File: src/rtl/pipe_stage_skid_reg.sv
// rtl/pipe_stage_skid_reg.sv - inter-stage pipeline register with 2-entry skid buffer, flush and target LSB clear
module pipe_stage_skid_reg #(
  parameter int DATA_W   = 96,
  parameter int CTRL_W   = 16,
  parameter int TGT_W    = 32,
  parameter int CLR_LSBS = 1
) (
  input  logic              clk_in,
  input  logic              reset_n_in,
  input  logic              flush_in,
  input  logic              up_valid_in,
  output logic              up_ready_out,
  input  logic [DATA_W-1:0] data_in,
  input  logic [CTRL_W-1:0] ctrl_in,
  input  logic [TGT_W-1:0]  tgt_in,
  input  logic              tgt_clr_in,
  output logic              down_valid_out,
  input  logic              down_ready_in,
  output logic [DATA_W-1:0] data_out,
  output logic [CTRL_W-1:0] ctrl_out,
  output logic [TGT_W-1:0]  tgt_out,
  output logic [1:0]        occupancy_out
);

  // State encoding doubles as the occupancy count.
  typedef enum logic [1:0] {
    S_EMPTY = 2'd0,
    S_ONE   = 2'd1,
    S_FULL  = 2'd2
  } state_e;

  state_e              state_q, state_d;
  logic [DATA_W-1:0]   data_q, data_d;
  logic [CTRL_W-1:0]   ctrl_q, ctrl_d;
  logic [TGT_W-1:0]    tgt_q, tgt_d;
  logic [DATA_W-1:0]   skid_data_q, skid_data_d;
  logic [CTRL_W-1:0]   skid_ctrl_q, skid_ctrl_d;
  logic [TGT_W-1:0]    skid_tgt_q, skid_tgt_d;
  logic                up_ready_q, up_ready_d;

  logic [TGT_W-1:0]    clr_mask;
  logic [TGT_W-1:0]    tgt_cap;
  logic                acc;
  logic                rel;

  // Mask of the target bits that are cleared on capture.
  for (genvar g = 0; g < TGT_W; g++) begin : g_clr_mask
    assign clr_mask[g] = (g < CLR_LSBS);
  end

  assign tgt_cap = tgt_clr_in ? (tgt_in & ~clr_mask) : tgt_in;

  // Ready is a flop, so acceptance never depends combinationally on downstream.
  assign acc = up_valid_in & up_ready_q;
  assign rel = down_valid_out & down_ready_in;

  assign up_ready_out   = up_ready_q;
  assign down_valid_out = (state_q != S_EMPTY);
  assign occupancy_out  = state_q;
  assign data_out       = data_q;
  assign ctrl_out       = ctrl_q;
  assign tgt_out        = tgt_q;

  // Next-state: move beats between main and skid; flush overrides everything.
  always_comb begin
    state_d     = state_q;
    data_d      = data_q;
    ctrl_d      = ctrl_q;
    tgt_d       = tgt_q;
    skid_data_d = skid_data_q;
    skid_ctrl_d = skid_ctrl_q;
    skid_tgt_d  = skid_tgt_q;

    if (flush_in) begin
      // Incoming beat is dropped; data/target keep their last values.
      state_d     = S_EMPTY;
      ctrl_d      = '0;
      skid_ctrl_d = '0;
    end else begin
      case (state_q)
        S_EMPTY: begin
          if (acc) begin
            state_d = S_ONE;
            data_d  = data_in;
            ctrl_d  = ctrl_in;
            tgt_d   = tgt_cap;
          end
        end
        S_ONE: begin
          if (acc && rel) begin
            data_d = data_in;
            ctrl_d = ctrl_in;
            tgt_d  = tgt_cap;
          end else if (acc) begin
            state_d     = S_FULL;
            skid_data_d = data_in;
            skid_ctrl_d = ctrl_in;
            skid_tgt_d  = tgt_cap;
          end else if (rel) begin
            state_d = S_EMPTY;
            ctrl_d  = '0;
          end
        end
        S_FULL: begin
          // Skid beat was already target-cleared at capture; copy as-is.
          if (rel) begin
            state_d     = S_ONE;
            data_d      = skid_data_q;
            ctrl_d      = skid_ctrl_q;
            tgt_d       = skid_tgt_q;
            skid_ctrl_d = '0;
          end
        end
        default: begin
          state_d = S_EMPTY;
          ctrl_d  = '0;
        end
      endcase
    end

    up_ready_d = (state_d != S_FULL);
  end

  // State and storage registers, cleared asynchronously.
  always_ff @(posedge clk_in or negedge reset_n_in) begin
    if (!reset_n_in) begin
      state_q     <= S_EMPTY;
      data_q      <= '0;
      ctrl_q      <= '0;
      tgt_q       <= '0;
      skid_data_q <= '0;
      skid_ctrl_q <= '0;
      skid_tgt_q  <= '0;
      up_ready_q  <= 1'b1;
    end else begin
      state_q     <= state_d;
      data_q      <= data_d;
      ctrl_q      <= ctrl_d;
      tgt_q       <= tgt_d;
      skid_data_q <= skid_data_d;
      skid_ctrl_q <= skid_ctrl_d;
      skid_tgt_q  <= skid_tgt_d;
      up_ready_q  <= up_ready_d;
    end
  end

endmodule

File: config.mk
export PLATFORM = sky130hd
export DESIGN_NAME = pipe_stage_skid_reg
export DESIGN_NICKNAME = d
export VERILOG_FILES = /design/src/rtl/pipe_stage_skid_reg.sv
export SDC_FILE = /design/constraint.sdc
export NUM_CORES = 1
export LEC_CHECK = 0
export CAP_MARGIN = 10
export CORE_ASPECT_RATIO = 0.7
export CORE_MARGIN = 1.5
export CORE_UTILIZATION = 54
export CTS_CLUSTER_SIZE = 25
export DETAILED_ROUTE_END_ITERATION = 16
export PLACE_DENSITY = 0.86
export SLEW_MARGIN = 25
export SYNTH_ARGS = -nofsm -noshare
export SYNTH_HDL_FRONTEND = slang
export SYNTH_SLANG_ARGS = --single-unit
File: constraint.sdc
create_clock -name clk_in -period 3.76 [get_ports clk_in]
set_clock_uncertainty 0.2 [all_clocks]
set_input_delay 0.564 -clock clk_in [delete_from_list [all_inputs] [get_ports clk_in]]
set_output_delay 0.564 -clock clk_in [all_outputs]
set_load 0.01 [all_outputs]
==> run metrics, run 1 <==
layout cells sized above 1=7.98%; run status=finished, final reports clean; cell area after synthesis=between 10000 and 15000 um^2; commonest non-fill, non-tap cell in the layout=clkdlybuf4s50_1; row count=45; Initial Util=55.9%; FMAX=351 MHz; post-synth top area share=59.0%; worst hold path endpoint=data_out[66]; most frequent cells in the layout=clkdlybuf4s50_1 (296), dfrtp_1 (290), nand2_1 (178), mux2i_1 (143), o21ai_0 (120); Seq/Total Area, Yosys=59.2%; max_cap viols=0; CP arrival=2090 ps; Req. time, crit path=3000 ps; Total Wirelength=29.8 mm; TritonRoute pass-1 iters=5; Multi-input gate area=4680 um^2; synth unique cells=32; Die ar.=about 24000 um^2; WL/cell=18.4 um; CTS clock-pin slew for the worst setup and hold paths=about 60 ps; final core occ=75.4%; CP Capture Type=output pin; first-pass GRT wire length=47.6 mm; core area=22000 um^2; largest area contributor in the synthesized netlist=dfrtp_1; final slew viol count=0; Hold Crit Depth=2; worst r2r src=occupancy_out[0]; GPL Wtd Cong=0.860; initial antenna violation count=0; Worst R2R End=skid_data_q[95]; GRT overflow=0; die height=~130 um; Nets=1444; crit path launch type=register; drt drc=0; Die W=183 um; Peak VDD IR=~0.00042 V; post-synthesis cell count=between 1000 and 1500; Area Overhead vs Synth=35.0%; Fin. Hold Viols=0; main area contributors after synthesis=dfrtp_1 (59%), mux2i_1 (12%), mux2_1 (8.9%); Antenna diodes=0; number of H-tree levels=1; hold path start=data_out[66]; clock buffer count from CTS=28; R2R Setup Slk=1030 ps; FF+latch area=7280 um^2; unrepaired setup endpoints after global routing=no; clock root buffer=clkbuf_16; I/O Pins=roughly 300; Final min period=2850 ps; Hold Path Class=register to register; Antenna Violating Nets Remaining=0; Via-to-Cell Ratio=5.37; Slew @ Worst Pin=822 ps; drt initial violations=521; GRT Overall Usage=25.4%; Port Buf Inserts=around 300; vias in the first global route=roughly 8900; crit path kind=register to output pin; routed vias=8700; Final Setup Violations=0; P per Cell Area=approximately 550 nW/um^2; Synth Register Bits=291; crit share post-route=roughly 76%; Clock Tree Buf Depth=3; Relative slew margins=45.2%; Fillers=1408; Avg Cell Area, Syn=12.1 um^2; Total Neg Setup Slack=0 ps; pin count of the biggest net entering global routing=roughly 110; HPWL after DPL=20.4 mm; Skew-Pair Late Insertion Delay=530 ps; leakage power=about 0.008 uW; Ys Warns=0; total nets after synthesis=1165; CTS tree=yes; cell depth of the worst flop-to-flop path=4; CTS Sinks=~290; crit path max fanout=24
[Yosys cell counts, drive strengths merged]
library cell,instances
nor2b,3
nand3b,1
nor3b,1
a221oi,1
mux2,127
or2,1
dfstp,1
xnor2,1
buf,51
nand2b,2
nand2,178
and2,1
a32oi,1
and3,2
inv,3
o21ai,163
a22o,16
mux2i,143
a21oi,4
and3b,1
clkbuf,20
dfrtp,290
and4b,1
or3,1
nor2,2
[worst max-delay path by stage]
stage	slack, ps	depth (start not counted)	to	start
final	910	2	down_valid_out	occupancy_out[0]
after global routing	820	2	down_valid_out	occupancy_out[0]
after CTS	910	2	down_valid_out	occupancy_out[0]
after detailed placement	780	5	skid_data_q[35]	down_ready_in
after global placement	830	5	skid_data_q[95]	up_valid_in
after floorplan	1700	6	skid_data_q[0]	up_ready_out
[repair_timing]
action                    4_1_cts  5_1_grt
hold endpoints to repair       96        0
hold buffers                    1        0
gates resized for setup         0        0
buffers inserted                0        0
[critical path, stage by stage (launching register included)]
cell and delay [ps]:
dfrtp_1 820, or2_2 220, clkdlybuf4s50_1 530
[logic make-up after synthesis]
family | synth area share (%)
compound gates | 8.17
xor+xnor | 0.0712
buf+inv | 3.00
flops | 59.2
mux | 23.3
simple gates | 6.28
[power breakdown]
part,switching [uW],internal [uW]
logic,796,1070
registers,395,3860
clock network,1160,1770
[cell type report]
class                   count  share of cell area, %
clock inverters             7                  0.663
flip-flops and latches    291                   43.9
repair buffers            320                   19.7
inverters                   3                 0.0678
multi-input cells         650                   28.2
clock buffers              44                   5.19
well taps                 305                   2.30
[flip-flops by register name (all words and copies together) (netlist names)]
| name | count |
|---|---|
| ctrl_out | 16 |
| tgt_out | 32 |
| data_out | 96 |
| occupancy_out | 2 |
| skid_data_q | 96 |
| skid_tgt_q | 32 |
| skid_ctrl_q | 16 |
| up_ready_out | 1 |
[metal layers]
layer	GRT usage [%]	vias to the layer above	wire length [um]	part of all wire [%]
met5	0	-	0	0
met4	6.99	0	824	2.8
met3	7.28	63	2440	8.2
met2	39.6	294	13400	45
met1	35.3	4267	13100	44
li1	-	4076	-	-
[through the flow]
stage / worst slack [ps] / instances / instance area, um^2 / total power [uW] / hold slack (ps)
2_1_floorplan: 1700 / 1015 / 12300 / 5050 / 68.4
3_3_place_gp: 835 / 1568 / 15600 / 6050 / 260
3_5_place_dp: 783 / 1568 / 15600 / 6170 / 269
4_1_cts: 906 / 1620 / 16600 / 9120 / 283
5_1_grt: 824 / 1620 / 16600 / 9500 / 298
6_report: 908 / 1620 / 16600 / 9060 / 274
Power figures use the tool's default switching activity.
==> run 2, diff against run 1 <==
- CORE_UTILIZATION: 54 -> 45
- PLACE_DENSITY: 0.86 -> 0.77
- clock period: 3.76 -> 2.5 ns (I/O delays scaled with it)
==> run 2 against run 1 <==
Effect of this change:
- clock power increased by 66%
- total power increased by 56%
- worst setup slack got worse by 720 ps
- critical path type unchanged
- critical path depth increased by 1
- flip-flop and latch count unchanged
- die area increased by 20%
==> run metrics, run 2 (synthesis gave the netlist of run 1 again) <==
CP Capture Type=output pin (unchanged); row count=50 (was 45); routed vias=8782 (was 8700); P per Cell Area=831 nW/um^2 (was 545 nW/um^2); unrepaired setup endpoints after global routing=no (unchanged); drt drc=0 (unchanged); Total Power=14100 uW (was 9060 uW); first-pass GRT wire length=48.7 mm (was 47.6 mm); Fin. Hold Viols=0 (unchanged); Peak VDD IR=0.000645 V (was 0.000417 V); Skew-Pair Late Insertion Delay=540 ps (was 530 ps); run status=finished, final reports clean (unchanged); TritonRoute pass-1 iters=5 (unchanged); initial antenna violation count=0 (unchanged); worst r2r src=up_ready_out (was occupancy_out[0]); CTS Sinks=291 (unchanged); crit path kind=register to output pin (unchanged); layout cells sized above 1=9.32% (was 7.98%); pin count of the biggest net entering global routing=115 (was 105); Relative slew margins=56.7% (was 45.2%); CP arrival=1740 ps (was 2090 ps); Fillers=2089 (was 1408); Initial Util=45.9% (was 55.9%); Total Wirelength=30.2 mm (was 29.8 mm); drt initial violations=440 (was 521); Req. time, crit path=1920 ps (was 3000 ps); CTS clock-pin slew for the worst setup and hold paths=70 ps (was 60 ps); crit share post-route=92.6%; end of the critical path=down_valid_out (unchanged); GRT Overall Usage=21.4% (was 25.4%); Placed Instance Area=15800 um^2 (was 15600 um^2); core area=26800 um^2 (was 22000 um^2); Worst R2R End=skid_tgt_q[26] (was skid_data_q[95]); leakage power=0.00818 uW (was 0.00803 uW); HPWL after DPL=20.5 mm (was 20.4 mm); final slew viol count=0 (unchanged); beginning of the critical path=occupancy_out[1] (was occupancy_out[0]); Nets=1456 (was 1444); vias in the first global route=8987 (was 8929); crit path launch type=register (unchanged); GPL Wtd Cong=0.806 (was 0.860); Die W=201 um (was 183 um); number of H-tree levels=1 (unchanged); Clock Tree Buf Depth=3 (unchanged); Final min period=approximately 2300 ps; Antenna Violating Nets Remaining=0 (unchanged); FMAX=432 MHz; Die ar.=28300 um^2 (was 23700 um^2); most frequent cells in the layout=clkdlybuf4s50_1 (295), dfrtp_1 (290), nand2_1 (178), mux2i_1 (143), o21ai_0 (120) (was clkdlybuf4s50_1 (296), dfrtp_1 (290), nand2_1 (178), mux2i_1 (143), o21ai_0 (120)); Hold Path Class=input pin to async pin (was register to register); Port Buf Inserts=297 (unchanged); Antenna diodes=0 (unchanged); clock root buffer=clkbuf_16 (unchanged); clock buffer count from CTS=30 (was 28); Area Overhead vs Synth=37.8% (was 35.0%); max_cap viols=0 (unchanged); cell depth of the worst flop-to-flop path=4 (unchanged); commonest non-fill, non-tap cell in the layout=clkdlybuf4s50_1 (unchanged); crit path max fanout=9 (was 24); I/O Pins=298 (unchanged); GRT overflow=0 (unchanged); WL/cell=17.8 um (was 18.4 um); CTS tree=yes (unchanged); Slew @ Worst Pin=649 ps (was 822 ps); die height=141 um (was 129 um); Total Neg Setup Slack=0 ps (unchanged); R2R Setup Slk=400 ps (was 1030 ps); Via-to-Cell Ratio=5.18 (was 5.37); Finished Cell Area=17000 um^2 (was 16600 um^2); Final Setup Violations=0 (unchanged)
run 2: changes by cell type in the layout (fill, tap and decap cells not counted), moves of 2 or more:
| cell | previous run | this run |
|---|---|---|
| clkinv_2 | 4 | 6 |
| buf_4 | 12 | 16 |
| clkbuf_16 | 29 | 31 |
| clkbuf_8 | 8 | 11 |
| clkbuf_1 | 7 | 2 |
| buf_12 | 10 | 15 |
run 2: per-layer routing:
layer | vias to the layer above | global-route usage, % | routed length [um]
met3 | 45 | 4.41 | 1690
met5 | - | 0 | 0
met2 | 256 | 32.0 | 13200
li1 | 4105 | - | -
met4 | 0 | 5.18 | 671
met1 | 4376 | 31.9 | 14600
run 2: repair_timing:
item	CTS	global route
setup endpoints to repair	1	0
buffers inserted	0	0
hold buffers	1	0
gates resized for setup	2	0
endpoints found under the hold margin	204	0
run 2: worst min path at each step:
stage | startpoint | slack (ps) | cells after the start | end
floorplan | reset_n_in | -120 | 0 | ctrl_out[0]
global placement | reset_n_in | 90 | 1 | skid_tgt_q[12]
detailed placement | reset_n_in | 90 | 1 | skid_tgt_q[12]
CTS | reset_n_in | 100 | 2 | skid_tgt_q[12]
global route | reset_n_in | 120 | 2 | skid_tgt_q[16]
finish | reset_n_in | 110 | 2 | skid_tgt_q[8]
run 2: report_power, final:
group | switching, uW | leakage [uW] | internal, uW | total [uW]
Combinational | 1180 | 0.00400 | 1630 | 2810
Sequential | 607 | 0.00363 | 5800 | 6410
Clock | 1870 | 0.000554 | 3000 | 4870
Total | 3660 | 0.00818 | 10400 | 14100
run 2: worst max-delay path, stage by stage (launching register included):
cell,delay [ps]
dfrtp_1,420
buf_4,200
or2_2,290
dlygate4sd2_1,280
run 2: area by class of cell:
type / count / area, um^2 / share of cell area (%)
Sequential cell: 291 / 7280 / 43.0
Multi-Input combinational cell: 650 / 4680 / 27.6
Timing Repair Buffer: 330 / 3420 / 20.2
Clock buffer: 44 / 935 / 5.51
Tap cell: 364 / 455 / 2.69
Clock inverter: 12 / 170 / 1.00
Inverter: 3 / 11.3 / 0.0664
run 2: metrics by stage:
stage | util [%] | hold slack, ps | setup WS [ps] | instances
2_1_floorplan | - | -121 | 436 | 1015
3_3_place_gp | 59.1 | 92.2 | 75.2 | 1637
3_5_place_dp | 59.1 | 89.5 | 27.4 | 1637
4_1_cts | 63.3 | 104 | 171 | 1694
5_1_grt | 63.3 | 123 | 105 | 1694
6_report | 63.3 | 108 | 185 | 1694
